`config.mk`:
```
export PLATFORM = sky130hd
export DESIGN_NAME = fetch_req_ctrl_flat
export DESIGN_NICKNAME = d
export VERILOG_FILES = /design/src/rtl/fetch_req_ctrl_if.sv /design/src/rtl/fetch_req_ctrl.sv /design/src/flat_wrapper.sv
export SDC_FILE = /design/constraint.sdc
export NUM_CORES = 1
export LEC_CHECK = 0
export CAP_MARGIN = 5
export CORE_MARGIN = 4
export CORE_UTILIZATION = 35
export DETAILED_ROUTE_END_ITERATION = 16
export PLACE_DENSITY = 0.74
export SETUP_SLACK_MARGIN = 0.2
export SLEW_MARGIN = 0
export SYNTH_ARGS = -nofsm -noshare
export SYNTH_HDL_FRONTEND = slang
export SYNTH_SLANG_ARGS = --single-unit
```
`constraint.sdc`:
```
create_clock -name clk -period 1.45 [get_ports clk]
set_input_delay 0.145 -clock clk [delete_from_list [all_inputs] [get_ports clk]]
set_output_delay 0.145 -clock clk [all_outputs]
set_load 0.02 [all_outputs]
```
`src/rtl/fetch_req_ctrl_if.sv`:
```
// Fetch-side handshake bundle: the ICache request/response pair and the
// instruction handoff to the IF/ID stage. The master modport is the fetch
// request controller. The slave modport is the environment, which is the
// ICache together with decode.
interface fetch_req_ctrl_if #(
  parameter int WORD = 32
);
  // ICache request / response
  logic            ic_req_valid;
  logic [WORD-1:0] ic_req_addr;
  logic            ic_req_ready;
  logic            ic_resp_valid;
  logic [WORD-1:0] ic_resp_inst;

  // IF/ID handoff
  logic            if_valid;
  logic [WORD-1:0] if_pc;
  logic [WORD-1:0] if_inst;
  logic            if_ready;

  modport master (
    output ic_req_valid, ic_req_addr,
    input  ic_req_ready, ic_resp_valid, ic_resp_inst,
    output if_valid, if_pc, if_inst,
    input  if_ready
  );

  modport slave (
    input  ic_req_valid, ic_req_addr,
    output ic_req_ready, ic_resp_valid, ic_resp_inst,
    input  if_valid, if_pc, if_inst,
    output if_ready
  );
endinterface

```
`src/rtl/fetch_req_ctrl.sv`:
```
// Instruction-fetch request controller. It keeps exactly one ICache request
// outstanding at a time. It decides whether the external request buffer (the
// next-fetch PC register) is loaded with PC+PC_STEP or with a backend redirect
// target. It presents each fetched instruction to decode.
// A redirect always wins over sequential advance. A response that belongs to a
// request made stale by a redirect is swallowed in DROP and never presented.
module fetch_req_ctrl #(
  parameter int WORD    = 32,
  parameter int PC_STEP = 4
) (
  input  logic              clk,
  input  logic              rst,
  input  logic              redirect_valid_i,
  input  logic [WORD-1:0]   redirect_pc_i,
  output logic              rb_we_o,
  output logic [WORD-1:0]   rb_din_o,
  input  logic [WORD-1:0]   rb_dout_i,
  fetch_req_ctrl_if.master  fetch
);

  typedef enum logic [2:0] {
    S_IDLE,
    S_REQ,
    S_WAIT,
    S_HOLD,
    S_DROP
  } state_t;

  state_t          state_q, state_d;
  logic [WORD-1:0] inflight_pc_q, inflight_pc_d;
  logic [WORD-1:0] inst_q, inst_d;

  // Next-state, buffer-write and handshake decode; all outputs are combinational.
  always_comb begin
    // NOTE: every signal gets a default before the case so no path leaves one
    // unassigned, which would otherwise infer a latch.
    state_d             = state_q;
    inflight_pc_d       = inflight_pc_q;
    inst_d              = inst_q;
    rb_we_o             = 1'b0;
    rb_din_o            = '0;
    fetch.ic_req_valid  = 1'b0;
    fetch.ic_req_addr   = '0;
    fetch.if_valid      = 1'b0;
    fetch.if_pc         = '0;
    fetch.if_inst       = '0;

    case (state_q)
      // One quiet cycle after reset while the buffer settles to its reset PC.
      // A redirect or a late response seen here is ignored.
      S_IDLE: state_d = S_REQ;

      S_REQ: begin
        fetch.ic_req_valid = 1'b1;
        fetch.ic_req_addr  = rb_dout_i;
        if (redirect_valid_i) begin
          rb_we_o  = 1'b1;
          rb_din_o = redirect_pc_i;
          // A request accepted in the same cycle fetches the wrong PC, so its
          // response still has to be drained.
          if (fetch.ic_req_ready) state_d = S_DROP;
        end else if (fetch.ic_req_ready) begin
          inflight_pc_d = rb_dout_i;
          rb_we_o       = 1'b1;
          rb_din_o      = rb_dout_i + WORD'(PC_STEP);
          state_d       = S_WAIT;
        end
      end

      S_WAIT: begin
        if (redirect_valid_i) begin
          rb_we_o  = 1'b1;
          rb_din_o = redirect_pc_i;
          // If the response arrives with the redirect, nothing is left in
          // flight and the controller can issue again at once.
          state_d  = fetch.ic_resp_valid ? S_REQ : S_DROP;
        end else if (fetch.ic_resp_valid) begin
          inst_d  = fetch.ic_resp_inst;
          state_d = S_HOLD;
        end
      end

      S_DROP: begin
        if (redirect_valid_i) begin
          rb_we_o  = 1'b1;
          rb_din_o = redirect_pc_i;
        end
        if (fetch.ic_resp_valid) state_d = S_REQ;
      end

      S_HOLD: begin
        fetch.if_valid = !redirect_valid_i;
        fetch.if_pc    = inflight_pc_q;
        fetch.if_inst  = inst_q;
        if (redirect_valid_i) begin
          rb_we_o  = 1'b1;
          rb_din_o = redirect_pc_i;
          state_d  = S_REQ;
        end else if (fetch.if_ready) begin
          state_d = S_REQ;
        end
      end

      default: state_d = S_IDLE;
    endcase
  end

  // State, in-flight PC and captured instruction registers with synchronous reset.
  always_ff @(posedge clk) begin
    // NOTE: sequential state uses non-blocking assignments so every register
    // samples the pre-edge values regardless of statement order.
    if (rst) begin
      state_q       <= S_IDLE;
      inflight_pc_q <= '0;
      inst_q        <= '0;
    end else begin
      state_q       <= state_d;
      inflight_pc_q <= inflight_pc_d;
      inst_q        <= inst_d;
    end
  end

endmodule

```
`src/flat_wrapper.sv`:
```
// flat-port wrapper written by rule: the top's interface ports become plain ports
module fetch_req_ctrl_flat 
#(
  parameter int WORD    = 32,
  parameter int PC_STEP = 4
)
  (clk, rst, redirect_valid_i, redirect_pc_i, rb_we_o, rb_din_o, rb_dout_i, fetch_ic_req_valid, fetch_ic_req_addr, fetch_ic_req_ready, fetch_ic_resp_valid, fetch_ic_resp_inst, fetch_if_valid, fetch_if_pc, fetch_if_inst, fetch_if_ready);
  fetch_req_ctrl_if #(.WORD(WORD)) fetch_i ();
  input  logic clk;
  input  logic rst;
  input  logic redirect_valid_i;
  input  logic [WORD-1:0] redirect_pc_i;
  output logic rb_we_o;
  output logic [WORD-1:0] rb_din_o;
  input  logic [WORD-1:0] rb_dout_i;
  output wire logic [$bits(fetch_i.ic_req_valid)-1:0] fetch_ic_req_valid;
  output wire logic [$bits(fetch_i.ic_req_addr)-1:0] fetch_ic_req_addr;
  input wire logic [$bits(fetch_i.ic_req_ready)-1:0] fetch_ic_req_ready;
  input wire logic [$bits(fetch_i.ic_resp_valid)-1:0] fetch_ic_resp_valid;
  input wire logic [$bits(fetch_i.ic_resp_inst)-1:0] fetch_ic_resp_inst;
  output wire logic [$bits(fetch_i.if_valid)-1:0] fetch_if_valid;
  output wire logic [$bits(fetch_i.if_pc)-1:0] fetch_if_pc;
  output wire logic [$bits(fetch_i.if_inst)-1:0] fetch_if_inst;
  input wire logic [$bits(fetch_i.if_ready)-1:0] fetch_if_ready;
  assign fetch_ic_req_valid = fetch_i.ic_req_valid;
  assign fetch_ic_req_addr = fetch_i.ic_req_addr;
  assign fetch_i.ic_req_ready = fetch_ic_req_ready;
  assign fetch_i.ic_resp_valid = fetch_ic_resp_valid;
  assign fetch_i.ic_resp_inst = fetch_ic_resp_inst;
  assign fetch_if_valid = fetch_i.if_valid;
  assign fetch_if_pc = fetch_i.if_pc;
  assign fetch_if_inst = fetch_i.if_inst;
  assign fetch_i.if_ready = fetch_if_ready;
  fetch_req_ctrl #(.WORD(WORD), .PC_STEP(PC_STEP)) u_core (.clk(clk), .rst(rst), .redirect_valid_i(redirect_valid_i), .redirect_pc_i(redirect_pc_i), .rb_we_o(rb_we_o), .rb_din_o(rb_din_o), .rb_dout_i(rb_dout_i), .fetch(fetch_i));
endmodule
```
# ---- After elaboration in Yosys (flattened, before gate mapping)
# Cells that the tools add are included.
dict set report classes {
  add_sub_neg 1
  eq_ne 8
  n_mux 23
  n_bitwise 1
  n_reduce_logical 6
}
# cell count
set op_table {}
lappend op_table {{$mux 32} 6}
lappend op_table {{$pmux 32 s2} 1}
lappend op_table {{$add 32x3->32 const B} 1}
lappend op_table {{$mux 3} 9}
lappend op_table {{$pmux 3 s5} 1}
lappend op_table {{$eq 3x2->1 const B} 2}
lappend op_table {{$ne 3x3->1 const B} 2}
lappend op_table {{$reduce_and 3->1} 2}
lappend op_table {{$mux 1} 5}
lappend op_table {{$ne 2x2->1 const B} 2}
lappend op_table {{$reduce_and 4->1} 1}
lappend op_table {{$eq 3x1->1 const B} 1}
lappend op_table {{$eq 3x3->1 const B} 1}
lappend op_table {{$logic_not 3->1} 1}
lappend op_table {{$reduce_or 3->1} 1}
lappend op_table {{$pmux 1 s2} 1}
lappend op_table {{$logic_not 1->1} 1}
lappend op_table {{$not 1->1} 1}
dict set report totals {
  register_bits 67
  inputBits 102
  out_inout_bits 131
  wordCells 42
}

# ---- Depth between registers and ports, before layout
dict set report logic_depth {
  word_depth 4
  depth_mapped 7
  mapped_depth_nobuf 5
}

# ---- Worst setup path after synthesis
# OpenSTA, ideal clock, no wires.
dict set report synth_path {
  path_type {reg2out}
  startpoint {register u_core.state_q[1]}
  endpoint {output rb_din_o[20]}
  t_arrival_ps 1726
  required_time_ps 1305
  path_slack_ps -421
  stages_incl_launch_ff 6
  n_path_buf 2
  cell_sequence {dfxtp_1 -> buf_2 -> nor3b_4 -> nand3_1 -> clkbuf_1 -> o21ai_0}
}
dict set report synth_between {
  elab_chain_cells 3
  word_cells_on_any_way 6
  classes_between {4 x eq/ne; 1 x mux; 1 x reduce/logical}
}
# item line_no
set synth_lines {}
lappend synth_lines {{start, declared} fetch_req_ctrl.sv:29} ;# state_t state_q, state_d;
lappend synth_lines {{start signal, assigned} fetch_req_ctrl.sv:117} ;# state_q <= state_d;
lappend synth_lines {{$eq 3x2->1 or $eq 3x3->1 (tied branches)} fetch_req_ctrl.sv:48} ;# case (state_q)
lappend synth_lines {{$reduce_or 3->1 (no source line)} -}
lappend synth_lines {{$pmux 32 s2 (*)} fetch_req_ctrl.sv:48}
lappend synth_lines {{end, declared} flat_wrapper.sv:14} ;# output logic [WORD-1:0] rb_din_o;
# Mark *: on every way between the ends. The rest lies on a longest branch, timed or not.

# ---- Worst setup path in the final report
dict set report layout_path {
  startpoint {register u_core.state_q[1]}
  endpoint {output rb_din_o[7]}
}
# Same word-level chain as after synthesis.

==> flow_results.xml <==
<?xml version="1.0" encoding="UTF-8"?>
<metrics>
  <group name="placement">
    <metric name="detailedPlace.worstSlack" unit="ps">-1160</metric>
    <metric name="hpwl" unit="mm">12.45</metric>
    <metric name="routabilityCongestion" unit="">0.8971</metric>
    <metric name="port_buffers" unit="">232</metric>
  </group>
  <group name="setup_path">
    <metric name="worst-setup-path-type" unit="">register to primary output</metric>
    <metric name="startpoint_type" unit="">register</metric>
    <metric name="critical_path.reg2reg.startpoint" unit="">u_core.state_q[0]</metric>
    <metric name="r2r_cells" unit="">7</metric>
    <metric name="cell_type_with_the_highest_occurrence_count_on_the_critical_path" unit="">sky130_fd_sc_hd__buf_6</metric>
    <metric name="timing.critical_path.slowest_cell_delay" unit="ps">350</metric>
    <metric name="timing.critical_path.to_type" unit="">primary output</metric>
    <metric name="slowest_stage" unit="">sky130_fd_sc_hd__dfxtp_4</metric>
    <metric name="crit_path_cell_trace" unit="">nor3b_4, buf_6, and3_4, buf_6, buf_6, a22oi_2, nor2_4, buf_6</metric>
    <metric name="timing.critical_path.to" unit="">rb_din_o[7]</metric>
    <metric name="reg2reg_setup_slack" unit="ps">-90</metric>
    <metric name="cp.arrival" unit="ps">1730</metric>
    <metric name="worst-path-max-fanout" unit="">5</metric>
    <metric name="worstPathRequired" unit="ps">1310</metric>
    <metric name="crit-reg2reg-capture" unit="">u_core.inst_q[12]</metric>
    <metric name="worst_setup_sp" unit="">u_core.state_q[1]</metric>
  </group>
  <group name="yosys">
    <metric name="area_fraction_of_the_dominant_cell_type_after_synthesis" unit="%">32.74</metric>
    <metric name="syn_area" unit="um^2">4096</metric>
    <metric name="yosysWarnings" unit="">0</metric>
    <metric name="synth_seq_cells" unit="">67</metric>
    <metric name="postSynthAreaPerCell" unit="um^2">7.112</metric>
    <metric name="syn_nets" unit="">679</metric>
    <metric name="synth.area.top_cells" unit="">sky130_fd_sc_hd__dfxtp_1 33%, sky130_fd_sc_hd__and2_1 16%, sky130_fd_sc_hd__nand2_1 15%, sky130_fd_sc_hd__a21oi_1 8.6%, sky130_fd_sc_hd__xnor2_1 4.7%</metric>
    <metric name="netlist_instances" unit="">576</metric>
    <metric name="synth_seq_area_share" unit="%">32.74</metric>
    <metric name="post-synth-top-area-cell" unit="">sky130_fd_sc_hd__dfxtp_1</metric>
    <metric name="synth.lib_cells_used.distinct" unit="">41</metric>
  </group>
  <group name="sta">
    <metric name="setup-violations-final" unit="">176</metric>
    <metric name="whs" unit="ps">196.8</metric>
    <metric name="timing.slew.headroom" unit="%">68.61</metric>
    <metric name="finalCritPeriodShare" unit="%">129.2</metric>
    <metric name="period_minus_slack" unit="ps">1873</metric>
    <metric name="timing.final.ws_setup" unit="ps">-423.2</metric>
    <metric name="fin_skew" unit="ps">12.29</metric>
    <metric name="finalHoldViolCount" unit="">0</metric>
    <metric name="worst-slew-pin-transition" unit="ps">470.9</metric>
    <metric name="fmax" unit="MHz">533.8</metric>
    <metric name="final-max-slew-violation-count" unit="">0</metric>
    <metric name="rsz_0062_raised_after_global_routing" unit="">yes</metric>
  </group>
  <group name="floorplanning">
    <metric name="coreArea" unit="um^2">11420</metric>
    <metric name="die-width" unit="um">116.2</metric>
    <metric name="die_h" unit="um">116.2</metric>
    <metric name="initial_core_util" unit="%">35.88</metric>
    <metric name="ioPinCount" unit="">233</metric>
    <metric name="placement_rows" unit="">39</metric>
    <metric name="die_area" unit="um^2">13500</metric>
  </group>
  <group name="final_layout">
    <metric name="layout_commonest_cell" unit="">sky130_fd_sc_hd__nand2_1</metric>
    <metric name="final_layout_size_suffix_gt1_share" unit="%">56.01</metric>
    <metric name="synthToLayoutAreaGrowth" unit="%">121.2</metric>
    <metric name="nets" unit="">1005</metric>
    <metric name="layout.cells.most_common_list" unit="">139 x sky130_fd_sc_hd__nand2_1, 129 x sky130_fd_sc_hd__buf_6, 94 x sky130_fd_sc_hd__buf_4</metric>
    <metric name="n_antenna_cell" unit="">0</metric>
  </group>
  <group name="global_route">
    <metric name="grt_usage" unit="%">25.26</metric>
    <metric name="vias_in_the_first_global_route" unit="">5311</metric>
    <metric name="grt_max_degree" unit="">39</metric>
    <metric name="antenna_found_initial" unit="">0</metric>
    <metric name="grt_pass1_wl" unit="mm">27.05</metric>
    <metric name="overflow" unit="">0</metric>
  </group>
  <group name="pwr">
    <metric name="power.density_cell_area" unit="nW/um^2">646.6</metric>
    <metric name="worst_ir_drop_vdd" unit="uV">658.1</metric>
    <metric name="p_leak" unit="nW">3.769</metric>
  </group>
  <group name="routing">
    <metric name="vias_per_cell" unit="">5.179</metric>
    <metric name="detail_route.wl_per_cell" unit="um">18.82</metric>
    <metric name="route.final.wire_length" unit="mm">19.76</metric>
    <metric name="antenna_left" unit="">0</metric>
    <metric name="drtIter0Drc" unit="">288</metric>
    <metric name="drc" unit="">0</metric>
    <metric name="drt_pre_antenna_iters" unit="">5</metric>
    <metric name="routed-via-count" unit="">5438</metric>
  </group>
  <group name="clock_network">
    <metric name="clk_latency" unit="ps">320</metric>
    <metric name="clock_sink_count" unit="">67</metric>
    <metric name="cts-htree-levels" unit="">3</metric>
    <metric name="tritoncts" unit="">built</metric>
    <metric name="root_buffer_selected_by_cts" unit="">sky130_fd_sc_hd__clkbuf_16</metric>
    <metric name="cts_inserted_buffers" unit="">9</metric>
    <metric name="number_of_buffers_on_the_longest_clock_path" unit="">2</metric>
    <metric name="worst_setup_hold_path_clk_slew" unit="ps">60</metric>
    <metric name="cts_hold_buf" unit="">0</metric>
  </group>
  <group name="status">
    <metric name="failed_checks" unit="">negative setup slack</metric>
    <metric name="status" unit="">complete, but fails checks</metric>
  </group>
  <group name="hold_path">
    <metric name="min_path_type" unit="">input pin to register</metric>
  </group>
  <group name="run">
    <metric name="max_cap_violations" unit="">0</metric>
  </group>
</metrics>
## logic make-up after synthesis
kind of cell    after synthesis  synth area share, %
compound gates              102                13.20
xor+xnor                     29                6.200
fa+ha+maj                     1               0.3054
buf+inv                      44                4.551
mux                           1               0.2444
simple gates                332                42.76
flops                        67                32.74
## routing by layer
layer	GRT usage (%)	wire (um)	vias to the layer above	share of wire, %
li1	-	-	2550	-
met1	28.34	7417	2625	38
met2	46.30	10470	215	53
met3	5.440	1133	48	5.7
met4	10.21	737	0	3.7
met5	0	0	-	0
## critical path: cells and delay by family (launching register included)
family	cells	cell delay, ps
AO/OA/AOI/OAI	1	60
flip-flops	1	350
AND/OR/NAND/NOR	3	530
buffers and inverters	4	470
## synth_stat cells
master / n
sky130_fd_sc_hd__and3_2: 2
sky130_fd_sc_hd__nor4_2: 5
sky130_fd_sc_hd__buf_4: 1
sky130_fd_sc_hd__buf_6: 1
sky130_fd_sc_hd__clkbuf_2: 1
sky130_fd_sc_hd__nor4_4: 2
sky130_fd_sc_hd__nand3_1: 7
sky130_fd_sc_hd__buf_2: 7
sky130_fd_sc_hd__and4_1: 1
sky130_fd_sc_hd__o21ai_1: 7
sky130_fd_sc_hd__xnor2_1: 22
sky130_fd_sc_hd__nand2_1: 162
sky130_fd_sc_hd__nand3_4: 1
sky130_fd_sc_hd__nand3_2: 1
sky130_fd_sc_hd__inv_1: 2
sky130_fd_sc_hd__clkbuf_1: 31
sky130_fd_sc_hd__nand3b_1: 2
sky130_fd_sc_hd__nand4_4: 1
sky130_fd_sc_hd__nor2_1: 17
sky130_fd_sc_hd__nor3_1: 3
sky130_fd_sc_hd__and3_1: 9
sky130_fd_sc_hd__a31oi_1: 1
sky130_fd_sc_hd__nor3b_4: 1
sky130_fd_sc_hd__mux2i_1: 1
sky130_fd_sc_hd__a21oi_1: 70
sky130_fd_sc_hd__ha_1: 1
sky130_fd_sc_hd__o21ai_2: 2
sky130_fd_sc_hd__nor4_1: 3
sky130_fd_sc_hd__nor2b_1: 2
sky130_fd_sc_hd__a2111oi_0: 1
sky130_fd_sc_hd__xor2_1: 7
sky130_fd_sc_hd__nand2_4: 1
sky130_fd_sc_hd__and2_1: 102
sky130_fd_sc_hd__and4_4: 2
sky130_fd_sc_hd__dfxtp_1: 67
sky130_fd_sc_hd__o21ai_0: 14
sky130_fd_sc_hd__nor4b_2: 1
sky130_fd_sc_hd__nand2b_1: 1
sky130_fd_sc_hd__inv_2: 1
sky130_fd_sc_hd__nand4_1: 6
sky130_fd_sc_hd__a22oi_1: 7
## per-stage QoR
step	TNS (ps)	utilization [%]	power (mW)	cell area (um^2)	instances
floorplan	-3553	-	2.677	4686	576
global placement	-80640	65.95	3.472	7531	982
detailed placement	-87670	65.95	3.499	7531	982
CTS	-42250	71.66	5.625	8183	1020
global route	-55770	79.36	6.068	9061	1050
finish	-46060	79.36	5.859	9061	1050
## repair_timing
action	CTS	global route
pin swaps	35	38
gates cloned	5	8
resized for setup	754	257
buffers inserted	17	22
endpoints found under the setup margin	197	197
## worst min path at each step
stage | from | end | slack [ps] | cells past startpoint
after floorplan | redirect_valid_i | u_core.state_q[1] | 230 | 1
after global placement | u_core.inst_q[6] | u_core.inst_q[6] | 440 | 2
after detailed placement | u_core.inflight_pc_q[12] | u_core.inflight_pc_q[12] | 440 | 2
after CTS | rst | u_core.state_q[2] | 220 | 2
after global routing | rb_dout_i[9] | u_core.inflight_pc_q[9] | 220 | 4
final | rb_dout_i[9] | u_core.inflight_pc_q[9] | 200 | 4
## state kept, by name, summed over array words and instances, names as in the netlist
signal,flops
u_core.inflight_pc_q,32
u_core.state_q,3
u_core.inst_q,32
## cell type report
type	count	area (um^2)
Clock inverter	6	40.04
Sequential cell	67	1350
Tap cell	143	178.9
Multi-Input combinational cell	467	3617
Clock buffer	10	239.0
Fill cell	728	2357
Inverter	3	13.76
Timing Repair Buffer	354	3622
## power by group
group,internal [mW],switching (mW),total [mW]
sequential,1.88,0.0251,1.90
clock,1.20,0.813,2.02
combinational,1.01,0.931,1.94
total,4.09,1.77,5.86
(Power assumes the default switching activity.)
